<file path="src/rtl/uart_cmd_pkg.sv">
// Shared types, constants and checksum helper for the UART command parser.
package uart_cmd_pkg;

    typedef enum logic [2:0] {
        IDLE,
        ADDR,
        DATA,
        CHK,
        OUT
    } parser_state_e;

    localparam logic [7:0] SYNC_BYTE_DEFAULT  = 8'hAA;
    localparam int         DATA_BYTES_DEFAULT = 2;
    localparam int         FRAME_LEN          = DATA_BYTES_DEFAULT + 3;

    function automatic int frame_len(input int data_bytes);
        return data_bytes + 3;
    endfunction

    // XOR of the address and the low data_bytes bytes of a right-aligned payload.
    function automatic logic [7:0] xor_checksum(
        input logic [7:0]  addr,
        input logic [31:0] payload,
        input int          data_bytes
    );
        logic [7:0] c;
        c = addr;
        for (int i = 0; i < 4; i++) begin
            if (i < data_bytes) c = c ^ payload[i*8 +: 8];
        end
        return c;
    endfunction

endpackage

</file>
<file path="src/rtl/uart_cmd_timer.sv">
// Inter-byte timeout counter: counts while enabled, clears on demand and
// raises expire for one cycle on reaching TIMEOUT_CYCLES-1 without a clear.
module uart_cmd_timer #(
    parameter int TIMEOUT_CYCLES = 100_000
) (
    input  logic clk,
    input  logic rst,
    input  logic clear,
    input  logic enable,
    output logic expire
);

    localparam int CNT_W = (TIMEOUT_CYCLES > 1) ? $clog2(TIMEOUT_CYCLES) : 1;
    localparam logic [CNT_W-1:0] LIMIT = CNT_W'(TIMEOUT_CYCLES - 1);

    logic [CNT_W-1:0] count_q;

    // A clear in the limit cycle means a byte arrived in time, so it wins.
    assign expire = enable && !clear && (count_q == LIMIT);

    always_ff @(posedge clk) begin
        if (rst || clear || expire) begin
            count_q <= '0;
        end else if (enable) begin
            count_q <= count_q + 1'b1;
        end
    end

endmodule

</file>
<file path="src/rtl/uart_cmd_parser.sv">
// Frame parser between uart_rx and sensor logic: SYNC, ADDR, DATA (MSB first), CHK.
// Inter-byte timeout is built only when UART_CMD_PARSER_TIMEOUT_EN is defined.
module uart_cmd_parser
    import uart_cmd_pkg::*;
#(
    parameter int         DATA_WIDTH     = 8,
    parameter int         DATA_BYTES     = 2,
    parameter logic [7:0] SYNC_BYTE      = SYNC_BYTE_DEFAULT,
    parameter int         TIMEOUT_CYCLES = 100_000
) (
    input  logic                    clk,
    input  logic                    rst,
    input  logic [DATA_WIDTH-1:0]   in_data,
    input  logic                    in_valid,
    output logic                    in_ready,
    output logic [DATA_WIDTH-1:0]   cmd_addr,
    output logic [8*DATA_BYTES-1:0] cmd_data,
    output logic                    cmd_valid,
    input  logic                    cmd_ready,
    output logic                    chk_err,
    output logic                    timeout_err,
    output logic [7:0]              err_cnt,
    output parser_state_e           dbg_state
);

    // Handshakes: a transfer happens on a clk edge where valid && ready are
    // both high; the source holds its payload stable until that edge.

    localparam logic [1:0] IDX_LAST = 2'(DATA_BYTES - 1);

    parser_state_e           state_q, state_d;
    logic [DATA_WIDTH-1:0]   addr_q, addr_d;
    logic [8*DATA_BYTES-1:0] data_q, data_d;
    logic [7:0]              chk_q, chk_d;
    logic [1:0]              idx_q, idx_d;
    logic                    chk_err_q, chk_err_d;
    logic [7:0]              err_cnt_q;
    logic                    accept;
    logic                    expire;
    logic                    err_event;

    assign in_ready  = (state_q != OUT);
    assign accept    = in_valid && in_ready;
    assign cmd_valid = (state_q == OUT);
    assign cmd_addr  = addr_q;
    assign cmd_data  = data_q;
    assign chk_err   = chk_err_q;
    assign err_cnt   = err_cnt_q;
    assign dbg_state = state_q;

`ifdef UART_CMD_PARSER_TIMEOUT_EN
    logic timer_clear;
    logic timer_enable;
    logic timeout_q;

    assign timer_clear  = accept || (state_q == IDLE) || (state_q == OUT);
    assign timer_enable = (state_q == ADDR) || (state_q == DATA) || (state_q == CHK);

    uart_cmd_timer #(
        .TIMEOUT_CYCLES (TIMEOUT_CYCLES)
    ) u_timer (
        .clk    (clk),
        .rst    (rst),
        .clear  (timer_clear),
        .enable (timer_enable),
        .expire (expire)
    );

    always_ff @(posedge clk) begin
        if (rst) timeout_q <= 1'b0;
        else     timeout_q <= expire;
    end

    assign timeout_err = timeout_q;
`else
    localparam int unused_timeout_cycles = TIMEOUT_CYCLES;

    assign expire      = 1'b0;
    assign timeout_err = 1'b0;
`endif

    always_comb begin
        state_d   = state_q;
        addr_d    = addr_q;
        data_d    = data_q;
        chk_d     = chk_q;
        idx_d     = idx_q;
        chk_err_d = 1'b0;
        case (state_q)
            IDLE: begin
                if (accept && in_data == SYNC_BYTE) state_d = ADDR;
            end
            ADDR: begin
                // SYNC_BYTE is ordinary data here; resync only happens from IDLE.
                if (accept) begin
                    addr_d  = in_data;
                    chk_d   = in_data;
                    idx_d   = IDX_LAST;
                    state_d = DATA;
                end
            end
            DATA: begin
                if (accept) begin
                    data_d[idx_q*8 +: 8] = in_data;
                    chk_d                = chk_q ^ in_data;
                    if (idx_q == 2'd0) state_d = CHK;
                    else               idx_d   = idx_q - 2'd1;
                end
            end
            CHK: begin
                if (accept) begin
                    if (in_data == chk_q) begin
                        state_d = OUT;
                    end else begin
                        chk_err_d = 1'b1;
                        state_d   = IDLE;
                    end
                end
            end
            OUT: begin
                if (cmd_ready) state_d = IDLE;
            end
            default: state_d = IDLE;
        endcase
        // expire is only raised in a cycle with no accepted byte.
        if (expire) state_d = IDLE;
    end

    assign err_event = chk_err_d || expire;

    always_ff @(posedge clk) begin
        if (rst) begin
            state_q   <= IDLE;
            addr_q    <= '0;
            data_q    <= '0;
            chk_q     <= '0;
            idx_q     <= '0;
            chk_err_q <= 1'b0;
            err_cnt_q <= '0;
        end else begin
            state_q   <= state_d;
            addr_q    <= addr_d;
            data_q    <= data_d;
            chk_q     <= chk_d;
            idx_q     <= idx_d;
            chk_err_q <= chk_err_d;
            if (err_event && err_cnt_q != 8'hFF) err_cnt_q <= err_cnt_q + 8'd1;
        end
    end

endmodule

</file>
<file path="config.mk">
export PLATFORM = sky130hd
export DESIGN_NAME = uart_cmd_parser
export DESIGN_NICKNAME = d
export VERILOG_FILES = /design/src/rtl/uart_cmd_pkg.sv /design/src/rtl/uart_cmd_timer.sv /design/src/rtl/uart_cmd_parser.sv
export SDC_FILE = /design/constraint.sdc
export NUM_CORES = 1
export LEC_CHECK = 0
export BUFFER_PORTS_ARGS = -buffer_cell sky130_fd_sc_hd__buf_2
export CORE_MARGIN = 3
export CORE_UTILIZATION = 50
export DETAILED_ROUTE_END_ITERATION = 6
export PLACE_DENSITY_LB_ADDON = 0.08
export SYNTH_ARGS = -nofsm -noshare
export SYNTH_HDL_FRONTEND = slang
export SYNTH_SLANG_ARGS = --single-unit
</file>
<file path="constraint.sdc">
create_clock -name clk -period 2.09 [get_ports clk]
set_input_delay 0.1045 -clock clk [delete_from_list [all_inputs] [get_ports clk]]
set_output_delay 0.1045 -clock clk [all_outputs]
set_load 0.005 [all_outputs]
</file>
==> results.txt <==
Initial Util - 0.5262
Largest net degree at the start of global routing - 26
Reg2Reg Depth - 5
Fin Setup TNS - 0 ps
Total wire length - 5.318 mm
Multi-input gate area - 1310 sq um
Worst IR Drop VDD - 0.3996 mV
PostCTS Resize Cnt - 0
RSZ-0062 raised after global routing - no
Crit path time final - 1755 ps
Drt pass-1 iters - 4
CTS Root Cell - clkbuf_8
Remaining Overflow, GRT - 0
Worst hold path stage count - 3
#FFs+latches synth - 46
# Max-Cap Violations - 0
DP Wirelength - 3.784 mm
Synth Instances - 280
DR WL/cell - 13.89 um
Largest buffer count on any clock path - 2
Port Buffers - 49
Avg Inst Size Synth - 8.352 sq um
Final GP Congestion - 0.8343
Mapped cell area - 2338 sq um
Kind of end point of the critical path - flip-flop
Sequential cell area - 920.9 sq um
Worst skew pair latency - 300 ps
Number of global-route vias before repair - 1884
I/O pin count - 51
Fin cells - 383
Layout cells sized above 1 - 0.2296
Startpoint types - flip-flop
Crit-path max FO - 10
Layout fillers - 413
Area Growth Syn to Fin - 17.98%
Total CTS buffers - 5
EDFF count, synth - 0
Final setup viols - 0
Antenna cells - 0
CTS Sinks - 46
DR vias/cell - 5.556
Top FF cell, synth - dfxtp_1
Row count - 24
Max-slew violations - 0
Async set or reset register ratio after synthesis - 0
Fin. Hold Viols - 0
Postcts setup bufs - 0
Initial antenna violation count - 0
Tcrit/Tclk final - 0.8395
DP Worst Slack - 369.0 ps
Synth cell types - 45
Pwr/cell area - 592.6 nW/um^2
Hold buffers post-CTS - 0
Number of synthesis warnings - 0
Placed Area - 2646 sq um
Detail Route Antenna Nets - 0
Worst clock skew - 10.63 ps
Reg clk slew, reported paths - 90 ps
Post-layout total power - 1.635 mW
Final Cell Area - 2759 sq um
Tot GR Track Use - 0.2025
Htree depth - 2
Post-Syn Nets - 296
Core area - 4444 sq um
WS Path Type - reg2reg
Min-Delay Path Class - in2reg
# placed instances - 375
Die Width - 74.39 um
Final WS setup - 335.5 ps
# nets final - 346
Chip Height - 74.39 um
First-pass GRT wire length - 8.825 mm
Top achievable clock speed - 570.0 MHz
Post-route DRC - 0
CTS tree - yes
LEAKAGE - 1.114 nW
Die Area - 5534 sq um
Critical path required time - 2270 ps
Worst endpoint data arrival time - 1930 ps
Initial drt markers - 155
Post-synthesis sequential area ratio - 0.3938
Vias - 2128
Status - complete, no violations
==> critical path, stage by stage (launching register included) <==
cell	delay [ps]
dfxtp_1	380
xor2_1	250
nor4_4	80
buf_4	180
a2111oi_2	370
mux2_1	370
==> synth_stat cells, types with 4 or more instances <==
master     n  area, sq um
dfxtp_1   46        920.9
o21ai_0   14        70.07
a21oi_1   25        125.1
mux2_1     5        56.30
and2_0     8        50.05
mux2i_1    9        90.09
a211oi_1   8        60.06
nand3_1   23        115.1
inv_1      8        30.03
nor2_1    25        93.84
nand2_1   26        97.59
nor3_1    11        55.05
clkbuf_1   8        30.03
xor2_1     8        70.07
buf_2      5        25.02
nor2b_1    6        37.54
ha_1       4        50.05
==> power breakdown <==
group	switching, mW	internal, mW
clock	0.316	0.359
combinational	0.0586	0.0242
sequential	0.000732	0.876
==> cells in the final DEF, fill, tap and decap left out, drive strengths merged, types with 2 or more instances in the layout <==
cell,netlist,final
or3,2,2
dfxtp,46,46
buf,8,59
xor2,8,8
a211oi,8,8
nor4,2,2
nand2b,3,3
nor2,25,25
a211o,2,2
ha,4,4
nor2b,6,6
clkbuf,8,5
a21oi,26,26
inv,8,9
nand2,26,26
nand3,23,23
o21ai,16,16
and2,9,9
nor3,11,11
and3,3,3
mux2,5,5
nor3b,3,3
nand4b,2,2
mux2i,9,9
xnor2,2,2
==> metrics by stage <==
stage / hold slack [ps] / util
floorplan: 251.7 / -
global placement: 435.8 / 0.5954
detailed placement: 441.3 / 0.5954
CTS: 120.4 / 0.6208
global route: 128.1 / 0.6208
finish: 130.2 / 0.6208
==> flip-flops by register name, indices dropped and copies added (netlist names) <==
| name | count |
|---|---|
| chk_err | 1 |
| chk_q | 8 |
| cmd_addr | 8 |
| cmd_data | 16 |
| dbg_state | 3 |
| err_cnt | 8 |
| idx_q | 2 |
==> path summary, 6_finish.rpt <==
check | start | end | slack, ps
setup / recovery | chk_q[2] | err_cnt[5] | 340
setup reg to reg | chk_q[2] | err_cnt[5] | 340
hold / removal | in_data[7] | cmd_data[15] | 130
hold reg to reg | cmd_data[3] | cmd_data[3] | 450
==> cell type report <==
cell class | instances | area share
inverter | 8 | 0.01088
clock inverter | 3 | 0.01587
sequential | 46 | 0.3338
multi-input combinational | 210 | 0.4748
tap | 52 | 0.02358
timing repair buffer | 59 | 0.1161
clock buffer | 5 | 0.02494
==> routing by layer <==
metal	vias up	GRT usage	wire length [um]
met5	-	0	0
li1	1084	-	-
met2	62	0.3034	2350
met1	973	0.2904	2574
met4	0	0.06917	87
met3	9	0.03919	305
==> logic make-up (layout without fill, tap and decap cells) <==
| family | count (synthesis) | count (layout) | share of synthesized area |
|---|---|---|---|
| xor+xnor | 10 | 10 | 0.03746 |
| fa+ha+maj | 4 | 4 | 0.02140 |
| mux | 14 | 14 | 0.06260 |
| other cells | 1 | 1 | 0.001604 |
| flops | 46 | 46 | 0.3938 |
| simple gates | 119 | 119 | 0.2697 |
| compound gates | 62 | 62 | 0.1675 |
| buf+inv | 24 | 75 | 0.04601 |
Note: power is estimated with default switching activity, not from simulation.
